## config.mk

```make
export PLATFORM = sky130hd
export DESIGN_NAME = rmii_rx_framer
export DESIGN_NICKNAME = d
export VERILOG_FILES = /design/src/rtl/rmii_rx_framer.sv
export SDC_FILE = /design/constraint.sdc
export NUM_CORES = 1
export LEC_CHECK = 0
export CAP_MARGIN = 20
export CORE_AREA = 2 2 91 71
export DETAILED_ROUTE_END_ITERATION = 10
export DIE_AREA = 0 0 93 73
export PLACE_DENSITY = 0.7
export SLEW_MARGIN = 20
export SYNTH_ARGS = -nofsm -noshare
export SYNTH_HDL_FRONTEND = slang
export SYNTH_SLANG_ARGS = --single-unit
```

## constraint.sdc

```tcl
create_clock -name clk -period 2.6 [get_ports clk]
set_clock_uncertainty 0.05 [all_clocks]
set_input_delay 0.52 -clock clk [delete_from_list [all_inputs] [get_ports clk]]
set_output_delay 0.52 -clock clk [all_outputs]
set_load 0.03 [all_outputs]
```

## src/rtl/rmii_rx_framer.sv

```systemverilog
// RMII 100 Mb/s receive framer: preamble/SFD detection, dibit-to-byte
// assembly with a one-byte look-ahead buffer so the last byte can carry
// eof, length/alignment checking and an optional FCS check.
// Build option: define RMII_RX_CRC_CHECK_EN to compile in the CRC-32 check;
// without it rx_crc_ok reads 1 at every eof.
module rmii_rx_framer #(
    parameter int MAX_FRAME_BYTES     = 1518,
    parameter int MIN_PREAMBLE_DIBITS = 8
) (
    input  logic        clk,
    input  logic        rst_n,
    input  logic [1:0]  rxd,
    input  logic        crs_dv,
    output logic [7:0]  rx_data,
    output logic        rx_valid,
    output logic        rx_sof,
    output logic        rx_eof,
    output logic        rx_crc_ok,
    output logic        rx_err,
    output logic [10:0] frame_len
);

    typedef enum logic [1:0] {IDLE, PREAMBLE, DATA, DROP} state_t;

    localparam logic [10:0] MAX_LEN  = 11'(MAX_FRAME_BYTES);
    localparam logic [4:0]  MIN_PRE  = 5'(MIN_PREAMBLE_DIBITS);
    localparam logic [10:0] MIN_LEN  = 11'd64;
    localparam logic [10:0] LEN_SAT  = 11'h7FF;

    state_t      state;
    logic [4:0]  pre_cnt;
    logic [1:0]  dib_cnt;
    logic [7:0]  shreg;
    logic [7:0]  buf_byte;
    logic        buf_full;
    logic        buf_sof;
    logic [10:0] byte_cnt;

    logic [7:0]  next_byte;
    logic        byte_done;
    logic [10:0] next_cnt;
    logic        crc_ok_now;

`ifdef RMII_RX_CRC_CHECK_EN
    localparam logic [31:0] CRC_INIT    = 32'hFFFF_FFFF;
    localparam logic [31:0] CRC_POLY    = 32'hEDB8_8320;
    localparam logic [31:0] CRC_RESIDUE = 32'hDEBB_20E3;

    logic [31:0] crc;
    logic [31:0] crc_next;

    function automatic logic [31:0] crc_byte(input logic [31:0] c_in, input logic [7:0] d);
        logic [31:0] c;
        c = c_in ^ {24'h0, d};
        for (int unsigned i = 0; i < 8; i++) begin
            c = c[0] ? ((c >> 1) ^ CRC_POLY) : (c >> 1);
        end
        return c;
    endfunction

    // CRC of the register plus the byte completing this cycle; residue test on the register
    always_comb begin
        crc_next   = crc_byte(crc, next_byte);
        crc_ok_now = (crc == CRC_RESIDUE);
    end
`else
    // without the FCS check every frame is reported as CRC-good
    always_comb begin
        crc_ok_now = 1'b1;
    end
`endif

    // next shift-register value, byte completion and saturating byte count
    always_comb begin
        next_byte = {rxd, shreg[7:2]};
        byte_done = (dib_cnt == 2'd3);
        next_cnt  = (byte_cnt == LEN_SAT) ? byte_cnt : byte_cnt + 11'd1;
    end

    // framing state machine with registered outputs
    always_ff @(posedge clk) begin
        if (!rst_n) begin
            state     <= IDLE;
            pre_cnt   <= '0;
            dib_cnt   <= '0;
            shreg     <= '0;
            buf_byte  <= '0;
            buf_full  <= 1'b0;
            buf_sof   <= 1'b0;
            byte_cnt  <= '0;
            rx_data   <= '0;
            rx_valid  <= 1'b0;
            rx_sof    <= 1'b0;
            rx_eof    <= 1'b0;
            rx_crc_ok <= 1'b0;
            rx_err    <= 1'b0;
            frame_len <= '0;
`ifdef RMII_RX_CRC_CHECK_EN
            crc       <= CRC_INIT;
`endif
        end else begin
            rx_valid <= 1'b0;
            rx_sof   <= 1'b0;
            rx_eof   <= 1'b0;
            case (state)
                IDLE: begin
                    if (crs_dv) begin
                        case (rxd)
                            2'b01: begin
                                state   <= PREAMBLE;
                                pre_cnt <= 5'd1;
                            end
                            2'b00: state <= IDLE;
                            default: state <= DROP;
                        endcase
                    end
                end
                PREAMBLE: begin
                    if (!crs_dv) begin
                        state <= IDLE;
                    end else begin
                        case (rxd)
                            2'b01: begin
                                if (pre_cnt != 5'd31) pre_cnt <= pre_cnt + 5'd1;
                            end
                            2'b11: begin
                                if (pre_cnt >= MIN_PRE) begin
                                    state    <= DATA;
                                    dib_cnt  <= '0;
                                    byte_cnt <= '0;
                                    buf_full <= 1'b0;
                                    buf_sof  <= 1'b0;
`ifdef RMII_RX_CRC_CHECK_EN
                                    crc      <= CRC_INIT;
`endif
                                end else begin
                                    state <= DROP;
                                end
                            end
                            default: state <= DROP;
                        endcase
                    end
                end
                DATA: begin
                    if (!crs_dv) begin
                        state <= IDLE;
                        // the held byte is the last one of the frame
                        if (buf_full) begin
                            rx_valid  <= 1'b1;
                            rx_sof    <= buf_sof;
                            rx_eof    <= 1'b1;
                            rx_data   <= buf_byte;
                            frame_len <= byte_cnt;
                            rx_crc_ok <= crc_ok_now;
                            rx_err    <= (byte_cnt < MIN_LEN) || (dib_cnt != 2'd0) || !crc_ok_now;
                        end
                    end else begin
                        shreg   <= next_byte;
                        dib_cnt <= dib_cnt + 2'd1;
                        if (byte_done) begin
                            byte_cnt <= next_cnt;
                            buf_byte <= next_byte;
                            buf_full <= 1'b1;
                            buf_sof  <= (byte_cnt == 11'd0);
`ifdef RMII_RX_CRC_CHECK_EN
                            crc      <= crc_next;
`endif
                            // a new byte arriving releases the held one
                            if (buf_full) begin
                                rx_valid  <= 1'b1;
                                rx_sof    <= buf_sof;
                                rx_data   <= buf_byte;
                                frame_len <= byte_cnt;
                                if (next_cnt == MAX_LEN + 11'd1) begin
                                    rx_eof    <= 1'b1;
                                    rx_err    <= 1'b1;
                                    rx_crc_ok <= crc_ok_now;
                                    state     <= DROP;
                                end
                            end
                        end
                    end
                end
                DROP: begin
                    if (!crs_dv) state <= IDLE;
                end
                default: state <= IDLE;
            endcase
        end
    end

endmodule

```

# After elaboration in Yosys (flattened, before gate mapping)
# Index checks and enable logic that the tools add are counted.
dict set report totals {
  reg_bits 62
  latch_bits 0
  mem_bits_rw 0
  romBits 0
  elab_cells 124
  memories 0
}
dict set report classes {
  add_sub_neg 3
  n_mul 0
  div_mod_pow 0
  order_cmp 2
  eq_ne 26
  n_shift 0
  mux 61
  bitwise 0
  n_reduce_logical 17
}
# op n
set ops {}
lappend ops {{$mux 11} 9}
lappend ops {{$mux 1} 25}
lappend ops {{$mux 5} 5}
lappend ops {{$mux 8} 3}
lappend ops {{$eq 11x11->1 const B} 2}
lappend ops {{$mux 2} 11}
lappend ops {{$pmux 11 s2} 1}
lappend ops {{$ne 2x2->1 const B} 10}
lappend ops {{$reduce_and 6->1} 3}
lappend ops {{$ne 3x3->1 const B} 4}
lappend ops {{$pmux 2 s2} 3}
lappend ops {{$add 11x1->11 const B} 1}
lappend ops {{$logic_not 11->1} 1}
lappend ops {{$lt 11x7->1 const B} 1}
lappend ops {{$pmux 5 s2} 1}
lappend ops {{$reduce_and 5->1} 2}
lappend ops {{$eq 2x2->1 const B} 4}
lappend ops {{$pmux 2 s4} 1}
lappend ops {{$reduce_bool 2->1} 4}
lappend ops {{$ne 2x1->1 const B} 3}
lappend ops {{$reduce_and 2->1} 3}
lappend ops {{$add 5x1->5 const B} 1}
lappend ops {{$ge 5x4->1 const B} 1}
lappend ops {{$ne 5x5->1 const B} 1}
lappend ops {{other kinds (6)} 9}

# Depth between registers and ports, before layout
dict set report logic_depth {
  word_depth 8
  ltp_mapped 9
  mapped_depth_nobuf 8
}

# Worst setup path before layout
# OpenSTA, ideal clock, no wires.
dict set report synth_path {
  path_kind {reg2reg}
  from {register byte_cnt[0]}
  to {register state[0]}
  t_arrival_ns 1.929
  t_required_ns 2.454
  path_slack_ns 0.525
  stages_incl_launch_ff 7
  path_buffers 1
  path_cell_list {dfxtp_1 -> ha_1 -> clkbuf_1 -> nand4_1 -> mux2i_1 -> a2111o_1 -> o41ai_2}
}
dict set report synth_via {
  elab_chain_cells 5
  word_cells_on_any_way 6
  cone_classes {1 x add/sub; 3 x eq/ne; 1 x mux; 1 x reduce/logical}
}
# element line_no
set synth_lines {}
lappend synth_lines {{start: declaration} 37} ;# logic [10:0] byte_cnt;
lappend synth_lines {{start signal: assignment} 161} ;# byte_cnt <= next_cnt;
lappend synth_lines {{$add 11x1->11 or $eq 11x11->1 (tied branches)} 77} ;# next_cnt = (byte_cnt == LEN_SAT) ? byte_cnt : byte_cnt + 11'd1;
lappend synth_lines {{$mux 11 *} 77}
lappend synth_lines {{$eq 11x11->1 *} 174} ;# if (next_cnt == MAX_LEN + 11'd1) begin
lappend synth_lines {{$ne 3x3->1 (no line) *} -}
lappend synth_lines {{$reduce_and 6->1 (no line) *} -}
lappend synth_lines {{end signal: assignment} 83} ;# state <= IDLE;
lappend synth_lines {{end signal: assignment} 178} ;# state <= DROP;
lappend synth_lines {{end signal: assignment} 185} ;# if (!crs_dv) state <= IDLE;
lappend synth_lines {{end: declaration} 30} ;# state_t state;
# Mark *: on every way between the ends. The rest lies on a longest branch, timed or not.
# A chain may end at the register's enable or synchronous reset.

# Final worst setup path
dict set report layout_path {
  from {register byte_cnt[6]}
  to {register state[0]}
}
# The elaborated chain is that of the path after synthesis.

==> results.yml <==
floorplan:
  rows: 25
  die_area_mm2: 0.00679
  start_util_pct: 47.9
  core_area_mm2: 0.00601
  num_io_pins: 29
  dieWidth_um: 93
  die_y_um: 73
synth:
  yosysSeqAreaShare_pct: 41.8
  yosysTopAreaCell: "dfxtp_1"
  ys_warn_count: 0
  ys_seq_elements: 60
  avgSynthCellArea_um2: 8.12
  ys.flop_type: "dfxtp_1"
  synth.area.top_cells: "dfxtp_1 (42%), a21boi_0 (10%), nand2_1 (9.0%)"
  synth_top_cell_area_share_pct: 41.8
  synth_nets: 366
  synth_edf_count: 0
  synth_cell_types: 48
  async_flop_share_pct: 0
  syn_inst: 354
  synth_area_mm2: 0.00288
clocking:
  clockBufferDepth: 2
  hold_buffers: 0
  cts_buffers: 9
  htree_levels: 3
  cts.sink_count: 60
  clk_latency_ns: 0.35
  cts_setup_buffers: 0
  cts.repair.resized: 0
  cts.clk_slew.worst_paths_ns: 0.07
  cts_tree: "yes"
  cts-root-buf: "clkbuf_8"
cells_and_area:
  nFillCells: 566
  drive_gt1_share_pct: 10.3
  mostFrequentLayoutCells: "nand2_1 (69), dfxtp_1 (60), a21boi_0 (39), clkdlybuf4s50_1 (28), nand3_1 (26)"
  area.growth.synth_to_final_pct: 23.0
  fin_util_pct: 58.9
  final_common_cell: "nand2_1"
  fin_nets: 397
  diodes: 0
sta:
  finalHoldViolations: 0
  slew_violations: 0
  max-slew-margin-rel_pct: 65.8
  finalWorstSetupSlack_ns: 0.360
  fin_tns_setup_ns: 0
  period_needed_ns: 2.24
  rsz0062_at_grt: "false"
  period_share_pct: 86.2
  fmaxAchievable_ghz: 0.446
  timing.hold.ws_ns: 0.413
  tightest_slew_ns: 0.511
  final-setup-viol-count: 0
critical_path:
  path_max_fanout: 13
  cpPeakStageDelay_ns: 0.62
  cp-start-kind: "register"
  ff2ff_setup_slack_ns: 0.36
  cp_data_required_time_ns: 2.80
  r2r-end: "state[0]"
  crit_path_start: "byte_cnt[6]"
  worstPathCellList: "and4_1 > nand3_1 > a211o_1 > a2111o_1 > o41ai_2"
  cp_slowest_cell: "dfxtp_1"
  r2r-start: "byte_cnt[6]"
  reg2regPathDepth: 5
  cp.arrival_ns: 2.44
  setup.worst_path.class: "reg -> reg"
  endpoint_kind: "register"
route:
  via_count: 2653
  drtAntennaViolNets: 0
  drt_iter0_drc: 271
  vias_per_cell: 5.63
  drc: 0
  wl_per_cell_um: 14.6
  firstDrtPassIters: 4
  postRouteWirelength_um: 6880
global_route:
  grt_pass1_vias: 2337
  grt_use_total_pct: 21.7
  grt_start_max_net_pins: 27
  grt_pass1_wl_um: 11400
  antenna_found_initial: 0
  gr-total-overflow: 0
power_and_ir_drop:
  ir_drop_mv: 0.276
  powerDensity_mw_per_mm2: 577
  p_leak_nw: 1.25
min_path:
  hold-path-endpoint: "rx_data[5]"
  hold_class: "reg -> reg"
  worstHoldStart: "rx_data[5]"
  worstHoldPathCells: 2
placement:
  pre_cts_slack_ns: 0.330
  io_buffers: 28
  place.detailed.hpwl_um: 4790
  globalplace.congestion: 0.909
run:
  drv_cap: 0
status:
  status: "finished, final reports clean"
per-layer routing:
metal	vias up	wire, um	GRT usage [%]
met4	0	92	8.17
met2	111	3020	31.9
li1	1300	-	-
met5	-	0	0
met1	1231	3270	29.7
met3	11	493	7.23
state kept, by name, indices dropped and copies added (netlist names):
| name | flops |
|---|---|
| buf_sof | 1 |
| rx_data | 8 |
| rx_valid | 1 |
| byte_cnt | 11 |
| rx_crc_ok | 1 |
| frame_len | 11 |
| buf_full | 1 |
| dib_cnt | 2 |
| state | 2 |
| rx_eof | 1 |
| buf_byte | 8 |
| shreg | 6 |
| pre_cnt | 5 |
| rx_sof | 1 |
| rx_err | 1 |
area by class of cell:
class	instances	area, um^2	area share [%]
sequential	60	1200	34.0
inverter	15	56.3	1.59
clock buffer	10	128	3.61
clock inverter	6	111	3.15
tap	81	101	2.87
timing repair buffer	48	443	12.5
multi-input combinational	251	1500	42.3
critical path: cells and delay by family, from the launching register on:
family / cells / cell delay (ns)
compound gates: 3 / 1.03
flops: 1 / 0.62
simple gates: 2 / 0.45
synthesized netlist by cell type (2+ instances only):
cell type,instances
dfxtp_1,60
mux2i_1,2
and3_1,6
o21ai_0,11
or4_1,2
nand4b_1,2
a41oi_1,3
o221a_2,2
clkbuf_1,15
nand4_1,4
a21oi_1,11
inv_1,15
o211a_1,2
nand2b_1,3
a21boi_0,39
nor2_1,14
nor2b_1,6
buf_1,3
buf_2,7
nor4_1,2
and2_1,5
ha_1,7
nand2_1,69
a31oi_1,9
and4_1,3
nand3_1,26
o211ai_1,3
nor3_1,3
per-stage QoR:
step / cells / total power, mW / area [um^2]
after floorplan: 354 / 1.00 / 2880
after global placement: 455 / 1.03 / 3300
after detailed placement: 455 / 1.04 / 3300
after CTS: 471 / 2.06 / 3540
after global routing: 471 / 2.10 / 3540
final: 471 / 2.04 / 3540
worst max-delay path by stage:
stage,to,depth (start not counted)
2_1_floorplan,state[0],6
3_3_place_gp,state[0],5
3_5_place_dp,byte_cnt[0],6
4_1_cts,state[0],5
5_1_grt,state[0],5
6_report,state[0],5
report_power, final:
part	switching [mW]	leakage (nW)	internal, mW
combinational	0.0473	0.646	0.0381
sequential	0.00866	0.484	0.923
clock	0.386	0.117	0.638
total	0.442	1.25	1.60
cells by family (layout without fill, tap and decap cells):
group                      count (synthesis)  count (layout)  synth area share [%]
DFF                                       60              60                  41.8
AOI/OAI and AO/OA                         92              92                  23.1
adders and majority gates                  7               7                  3.05
buffers and inverters                     43              79                  6.35
xor gates and xnor gates                   1               1                 0.305
muxes                                      2               2                 0.696
and+or+nand+nor                          149             149                  24.7
No activity file was read; power rests on OpenSTA's default activity.
